`src/rtl/jam_host.sv`:
```
// jam_host: host-side cost table, engine reset sequencer and result checker for the JAM engine.
// Optional build macro JAM_HOST_TIMEOUT_EN adds a RUN-phase watchdog and the timeout output.
module jam_host #(
  parameter int TIMEOUT_CYCLES = 40500
) (
  input  logic       CLK,
  input  logic       RST,
  input  logic       ld_valid,
  input  logic [6:0] ld_data,
  output logic       ld_ready,
  input  logic [9:0] exp_min,
  input  logic [3:0] exp_count,
  output logic       jam_rst,
  input  logic [2:0] W,
  input  logic [2:0] J,
  output logic [6:0] Cost,
  input  logic [9:0] MinCost,
  input  logic [3:0] MatchCount,
  input  logic       Valid,
  output logic [9:0] got_min,
  output logic [3:0] got_count,
  output logic       done,
  output logic       pass,
  output logic       fail,
`ifdef JAM_HOST_TIMEOUT_EN
  output logic       timeout,
`endif
  output logic [2:0] state_dbg
);

  // Load handshake: a word transfers on any posedge with ld_valid && ld_ready
  // while in LOAD; ld_valid is ignored in every other state.
  typedef enum logic [2:0] {
    S_LOAD  = 3'd0,
    S_HOLD  = 3'd1,
    S_RUN   = 3'd2,
    S_CHECK = 3'd3,
    S_DONE  = 3'd4
  } state_t;

  state_t     state;
  logic [5:0] ptr;
  logic       hold_cnt;
  logic [6:0] tbl [64];

`ifdef JAM_HOST_TIMEOUT_EN
  localparam logic [16:0] TO_LIMIT = 17'(TIMEOUT_CYCLES);
  logic [16:0] run_cnt;
`endif

  assign state_dbg = state;
  assign Cost      = tbl[{W, J}];

  // Table contents survive reset; a word presented on a reset edge is dropped.
  always_ff @(posedge CLK) begin
    if (!RST && state == S_LOAD && ld_valid) begin
      tbl[ptr] <= ld_data;
    end
  end

  always_ff @(posedge CLK) begin
    if (RST) begin
      state     <= S_LOAD;
      ptr       <= '0;
      hold_cnt  <= 1'b0;
      ld_ready  <= 1'b1;
      jam_rst   <= 1'b1;
      got_min   <= '0;
      got_count <= '0;
      done      <= 1'b0;
      pass      <= 1'b0;
      fail      <= 1'b0;
`ifdef JAM_HOST_TIMEOUT_EN
      run_cnt   <= '0;
      timeout   <= 1'b0;
`endif
    end else begin
      case (state)
        S_LOAD: begin
          if (ld_valid) begin
            ptr <= ptr + 6'd1;
            if (ptr == 6'd63) begin
              state    <= S_HOLD;
              ld_ready <= 1'b0;
              hold_cnt <= 1'b0;
            end
          end
        end
        S_HOLD: begin
          // Two full cycles of engine reset once the table is complete.
          if (hold_cnt) begin
            state   <= S_RUN;
            jam_rst <= 1'b0;
`ifdef JAM_HOST_TIMEOUT_EN
            run_cnt <= '0;
`endif
          end else begin
            hold_cnt <= 1'b1;
          end
        end
        S_RUN: begin
          if (Valid) begin
            got_min   <= MinCost;
            got_count <= MatchCount;
            state     <= S_CHECK;
          end
`ifdef JAM_HOST_TIMEOUT_EN
          else if (run_cnt + 17'd1 == TO_LIMIT) begin
            timeout <= 1'b1;
            fail    <= 1'b1;
            done    <= 1'b1;
            pass    <= 1'b0;
            state   <= S_DONE;
          end else begin
            run_cnt <= run_cnt + 17'd1;
          end
`endif
        end
        S_CHECK: begin
          // MatchCount is compared on its native 4 bits, wrapped value included.
          pass  <= (got_min == exp_min) && (got_count == exp_count);
          fail  <= !((got_min == exp_min) && (got_count == exp_count));
          done  <= 1'b1;
          state <= S_DONE;
        end
        S_DONE: begin
        end
        default: state <= S_LOAD;
      endcase
    end
  end

endmodule

```
`config.mk`:
```
export PLATFORM = sky130hd
export DESIGN_NAME = jam_host
export DESIGN_NICKNAME = d
export VERILOG_FILES = /design/src/rtl/jam_host.sv
export SDC_FILE = /design/constraint.sdc
export NUM_CORES = 1
export LEC_CHECK = 0
export BUFFER_PORTS_ARGS = -buffer_cell sky130_fd_sc_hd__buf_2
export CAP_MARGIN = 20
export CORE_UTILIZATION = 44
export DETAILED_ROUTE_END_ITERATION = 7
export GPL_TIMING_DRIVEN = 0
export HOLD_SLACK_MARGIN = 0.08
export PLACE_DENSITY = 0.57
export SETUP_SLACK_MARGIN = 0.3
export SYNTH_ARGS = -nofsm -noshare
export SYNTH_HDL_FRONTEND = slang
export SYNTH_SLANG_ARGS = --single-unit
export TNS_END_PERCENT = 10
```
`constraint.sdc`:
```
create_clock -name CLK -period 3.2 [get_ports CLK]
set_input_delay 0.16 -clock CLK [delete_from_list [all_inputs] [get_ports CLK]]
set_output_delay 0.16 -clock CLK [all_outputs]
set_load 0.005 [all_outputs]
```
==> flow_metrics.tcl, run 1 <==
set metrics [dict create \
    path_buf_inv 1 \
    detail-route-antenna-nets 0 \
    period_share_pct 93.1 \
    slowest_stage "nor2_2" \
    final_common_cell "edfxtp_1" \
    yosysWarnings 0 \
    track_usage_pct 21.4 \
    fmax_ghz 0.336 \
    setup_viol 0 \
    wl_per_cell_um 26.6 \
    synth.net_count 1031 \
    setup_tns_ns 0 \
    p_leak_nw 7.03 \
    clock-skew-final_ns 0.0112 \
    worst_slew_pin_slew_ns 1.09 \
    die_w_um 208 \
    grt_pass1_wl_um 66900 \
    intPower_mw 10.4 \
    min_to "tbl[16][1]$_DFFE_PP_" \
    arrival_ns 3.20 \
    cts_root_buf "clkbuf_16" \
    crit_required_ns 3.42 \
    cp-end-kind "register" \
    drive_gt1_share_pct 28.2 \
    hold_start "ld_data[1]" \
    gp_congestion 0.814 \
    drt_iter0_drc 941 \
    avgSynthCellArea_um2 19.0 \
    path_delay_family "simple AND/OR/NAND/NOR gates" \
    vdd_drop_max_mv 0.353 \
    p_comb_share_pct 5.2 \
    vias 9810 \
    ys_seq_elements 477 \
    min_period_ns 2.98 \
    r2r-end "tbl[32][4]$_DFFE_PP_" \
    hp-class "input pin to register" \
    grt_max_degree 65 \
    power.total_mw 13.2 \
    p_clk_share_pct 42.9 \
    portBuffers 69 \
    slowest_delay_ns 0.61 \
    relSlewSlack_pct 27.1 \
    dieHeight_um 208 \
    postCtsSetupBuffers 0 \
    core-area_um2 41900 \
    h-tree-depth 2 \
    r2r-start "state_dbg[2]$_SDFFE_PP0P_" \
    ff2ff_path_depth 6 \
    start_kind "register" \
    path_max_fanout 10 \
    nets 1189 \
    drc 0 \
    cts_tree "done" \
    routed_wl_um 45800 \
    report.final.hold_viol_count 0 \
    switching_share_pct 21.1 \
    syn_to_final_growth_pct 17.1 \
    initial_utilization_pct 44.7 \
    crit_type "register to register" \
    cap_violations 0 \
    netlist_instances 985 \
    cts.sinks 477 \
    place_hpwl_um 29800 \
    cts_buffer_depth 3 \
    cts_buffers 49 \
    antenna_found_initial 1 \
    insertion_delay_ns 0.59 \
    run_status "finished, final reports clean" \
    maxSlewViolCount 0 \
    pin_count 74 \
    pwr-share-seq_pct 51.9 \
    die_area_um2 43500 \
    cellPowerDensity_nw_per_um2 600 \
    via_per_inst 5.69 \
    grt_pass1_vias 9967 \
    p_sw_mw 2.77 \
    rsz0062_at_grt "true" \
    synth_cell_types 50 \
    ys_seq_area_share_pct 74.8 \
    cp_cell_sequence "buf_2, nor4b_4, nand2_1, nor2_1, nand2_1, nor2_2" \
    r2r_slack_ns 0.22 \
    dr.pass1.iters 5 \
    layout_common_cells "edfxtp_1 (448), mux4_2 (107), buf_2 (80), nor2_1 (63)" \
    rows 75 \
    min_path_cells 1 \
    n_antenna_cell 0 \
    synth_area_um2 18800 \
    overflow 0 \
    setup_slack_ns 0.220 \
    pre_cts_ws_ns 0.120 \
    cp_common_cell "nand2_1" \
    clkTransAtPathRegs_ns 0.06 \
]
stage by stage:
| step | area (um2) | hold slack [ns] | utilization (%) | instances |
|---|---|---|---|---|
| finish | 22000 | 0.0914 | 52.4 | 1723 |
| global route | 22000 | 0.103 | 52.4 | 1723 |
| CTS | 21800 | 0.0814 | 51.9 | 1719 |
| detailed placement | 19900 | 0.408 | 47.3 | 1597 |
| global placement | 19800 | 0.408 | 47.1 | 1593 |
| floorplan | 18800 | 0.259 | - | 985 |
cell type report:
cell class | count | area (um2)
tap | 539 | 674
inverter | 2 | 7.51
sequential | 477 | 14000
fill | 3353 | 20000
timing repair buffer | 107 | 803
clock inverter | 33 | 277
multi-input combinational | 452 | 4550
clock buffer | 59 | 1310
buffer | 54 | 320
Yosys cell counts (all sizes together):
master    n  area share [%]
buf      32             1.2
nor4b     1            0.13
edfxtp  448              72
o21ai    20            0.53
or4       1           0.040
o211a     1           0.053
nor3     22            0.59
or3b      3            0.14
xor2      8            0.37
clkbuf   22            0.46
clkinv    1           0.020
nand4     5            0.17
nand3     5            0.13
nand2    52             1.0
inv       1           0.020
mux4    111              13
nand3b    7            0.28
and4      1           0.047
a21boi    1           0.040
or3       3            0.10
a211oi    6            0.24
o41ai     1           0.047
nor3b     1           0.040
mux2      4            0.24
nor4      1           0.033
a221oi    1           0.047
nand2b    4            0.13
a311o     1           0.053
mux2i    21             1.1
nor2b     4            0.13
a21oi    25            0.67
o21a      1           0.040
nor2    102             2.0
o22ai    19            0.63
dfxtp    29             3.1
or2       2           0.067
and2      1           0.033
a31oi     1           0.033
and3      2           0.067
xnor2    10            0.47
o31ai     3            0.15
ha        1           0.067
layer usage:
layer / GRT usage, % / wire length [um] / up-vias
li1: - / - / 4289
met1: 31.6 / 20700 / 5163
met2: 32.9 / 21600 / 300
met3: 3.67 / 2640 / 56
met4: 6.33 / 831 / 2
met5: 0 / 13 / -
logic make-up (layout without fill, tap and decap cells):
logic type	after synthesis	count (layout)	synth area share, %
and+or+nand+nor	217	217	5.21
AOI/OAI and AO/OA	80	80	2.54
DFF	477	477	74.8
buffers and inverters	56	255	1.75
muxes	136	136	14.8
adders and majority gates	1	1	0.0667
xor gates and xnor gates	18	18	0.841
how the worst max path moves through the flow:
stage / slack (ns) / start / endpoint / cells past startpoint
after floorplan: 1.04 / state_dbg[2]$_SDFFE_PP0P_ / tbl[62][0]$_DFFE_PP_ / 6
after global placement: 0.09 / state_dbg[2]$_SDFFE_PP0P_ / tbl[22][3]$_DFFE_PP_ / 6
after detailed placement: 0.12 / state_dbg[2]$_SDFFE_PP0P_ / tbl[54][4]$_DFFE_PP_ / 6
after CTS: 0.15 / state_dbg[2]$_SDFFE_PP0P_ / tbl[54][5]$_DFFE_PP_ / 6
after global routing: 0.04 / state_dbg[2]$_SDFFE_PP0P_ / tbl[24][4]$_DFFE_PP_ / 6
final: 0.22 / state_dbg[2]$_SDFFE_PP0P_ / tbl[32][4]$_DFFE_PP_ / 6
power groups by stage:
stage	combinational [mW]	clock, mW	sequential (mW)
5_1_grt	0.723	5.97	6.83
2_1_floorplan	0.340	0	6.97
4_1_cts	0.671	5.75	6.84
3_5_place_dp	0.649	0	6.97
3_3_place_gp	0.632	0	6.97
6_report	0.682	5.66	6.84
sequential cells by signal (all words and copies together) (netlist names):
name / count
done: 1
pass: 1
jam_rst: 1
state_dbg: 3
ld_ready: 1
got_min: 10
tbl: 448
fail: 1
hold_cnt: 1
got_count: 4
ptr: 6
what timing repair did:
| action | in CTS | in global routing |
|---|---|---|
| setup endpoints to repair | 201 | 444 |
| pin swaps | 0 | 0 |
| cloned | 0 | 0 |
| hold buffers | 30 | 1 |
| endpoints found under the hold margin | 22 | 7 |
| gates resized for setup | 8 | 42 |
No activity file was read; power rests on OpenSTA's default activity.
==> run 2, diff against run 1 <==
Settings changed: CORE_ASPECT_RATIO set to 1.25.
==> run 2 against run 1 <==
Via count rose by 0.97%. Clock power fell by 11%. Sequential share of layout area rose by 0.84 points. Total power fell by 4.7%. Largest cell class unchanged. Non-clock buffer count did not move. Highest routed layer unchanged. Critical endpoint is now tbl[37][0]$_DFFE_PP_.
==> flow_metrics.tcl, run 2 (synthesis gave the netlist of run 1 again) <==
set metrics [dict create \
    run_status "finished, final reports clean" \
    reg_top3 "tbl x448, got_min x10, ptr x6" \
    regMostFlops "tbl" \
    cts.sinks 477 \
    pin_count 74 \
    start_kind "register" \
    insertion_delay_ns 0.56 \
    fillers 3440 \
    dieHeight_um 233 \
    antenna_found_initial 2 \
    relSlewSlack_pct 26.1 \
    cts_buffer_depth 3 \
    r2r-start "state_dbg[2]$_SDFFE_PP0P_" \
    syn_to_final_growth_pct 15.6 \
    dp_cells 1617 \
    place_hpwl_um 30700 \
    drive_gt1_share_pct 25.6 \
    grt_max_degree 65 \
    period_share_pct 97.4 \
    intPower_mw 9.88 \
    hold_start "exp_min[5]" \
    layout_common_cells "edfxtp_1 (448), mux4_2 (107), nor2_1 (85), buf_2 (80), nand2_1 (52)" \
    nets 1187 \
    cts_tree "done" \
    arrival_ns 3.28 \
    r2r_slack_ns 0.08 \
    p_leak_nw 6.92 \
    p_comb_share_pct 5.4 \
    pre_cts_ws_ns -0.0700 \
    portBuffers 69 \
    routed_wl_um 46800 \
    p_clk_share_pct 40.1 \
    cts_buffers 47 \
    postCtsSetupBuffers 0 \
    dr.pass1.iters 5 \
    pwr-share-seq_pct 54.5 \
    fmax_ghz 0.321 \
    report.final.hold_viol_count 0 \
    vdd_drop_max_mv 0.340 \
    h-tree-depth 2 \
    core-area_um2 42000 \
    cp-end-kind "register" \
    track_usage_pct 22.0 \
    whs_ns 0.103 \
    wl_per_cell_um 27.0 \
    die_w_um 187 \
    largest_reg_flops 448 \
    cap_violations 0 \
    multi_input_area_um2 4470 \
    gp_congestion 0.888 \
    initial_utilization_pct 44.6 \
    drc 0 \
    setup_slack_ns 0.0822 \
    grt_pass1_vias 10200 \
    clkTransAtPathRegs_ns 0.06 \
    r2r-end "tbl[37][0]$_DFFE_PP_" \
    die_area_um2 43500 \
    crit_type "register to register" \
    setup_tns_ns 0 \
    overflow 0 \
    ff2ff_path_depth 5 \
    register_area_um2 14000 \
    crit_path_end "tbl[37][0]$_DFFE_PP_" \
    vias 9905 \
    via_per_inst 5.71 \
    detail-route-antenna-nets 0 \
    path_max_fanout 10 \
    switching_share_pct 21.2 \
    cts_root_buf "clkbuf_16" \
    crit_required_ns 3.36 \
    p_sw_mw 2.67 \
    rows 84 \
    worst_slew_pin_slew_ns 1.11 \
    grt_pass1_wl_um 68000 \
    hp-class "input pin to register" \
    min_period_ns 3.12 \
    cellPowerDensity_nw_per_um2 579 \
    rsz0062_at_grt "true" \
    maxSlewViolCount 0 \
    clock-skew-final_ns 0.0166 \
    final_cells 1736 \
    fin_util_pct 51.6 \
    final_common_cell "edfxtp_1" \
    startpoint "state_dbg[2]$_SDFFE_PP0P_" \
    drt_iter0_drc 844 \
    setup_viol 0 \
]
==> run 2: final cells by class <==
type,count,share of cell area (%)
clock buffers,61,5.86
multi-input cells,452,20.6
plain buffers,54,1.48
well taps,559,3.23
clock inverters,23,0.467
inverters,2,0.0346
diodes,1,0.0115
repair buffers,107,3.61
flip-flops and latches,477,64.7
==> run 2: worst min-delay path by stage <==
stage / end / slack (ns) / depth (start not counted)
final: pass$_SDFFE_PP0P_ / 0.10 / 5
after global routing: pass$_SDFFE_PP0P_ / 0.10 / 4
after CTS: pass$_SDFFE_PP0P_ / 0.08 / 4
after detailed placement: got_min[8]$_SDFFE_PP0P_ / 0.41 / 3
after global placement: got_min[6]$_SDFFE_PP0P_ / 0.40 / 3
after floorplan: tbl[0][0]$_DFFE_PP_ / 0.26 / 0
==> run 2: repair_timing <==
action,4_1_cts,5_1_grt
resized for setup,11,12
endpoints found under the hold margin,52,16
endpoints found under the setup margin,183,397
hold buffers,30,1
==> run 2: per-stage QoR <==
step | power (mW) | cell area, um2
3_3_place_gp | 7.61 | 19800
4_1_cts | 12.6 | 21600
3_5_place_dp | 7.63 | 19900
5_1_grt | 12.9 | 21700
2_1_floorplan | 7.31 | 18800
6_report | 12.5 | 21700
==> run 2: worst max-delay path, stage by stage (launching register included) <==
cell and delay [ns]:
dfxtp_1 0.32, buf_2 0.18, nor4b_4 0.51, and3_1 0.32
nand2_1 0.45, nor2_1 0.95
==> run 2: metal layers <==
| metal | vias up | GRT usage [%] | wire, um |
|---|---|---|---|
| li1 | 4272 | - | - |
| met1 | 5192 | 29.2 | 19300 |
| met2 | 348 | 36.8 | 23200 |
| met3 | 91 | 3.23 | 2650 |
| met4 | 2 | 8.81 | 1630 |
| met5 | - | 0 | 13 |
==> run 2: power groups by stage <==
| stage | clock (mW) | combinational, mW | sequential, mW |
|---|---|---|---|
| after floorplan | 0 | 0.340 | 6.97 |
| after global routing | 5.35 | 0.722 | 6.83 |
| after detailed placement | 0 | 0.658 | 6.97 |
| after global placement | 0 | 0.640 | 6.97 |
| final | 5.03 | 0.681 | 6.84 |
| after CTS | 5.13 | 0.680 | 6.84 |
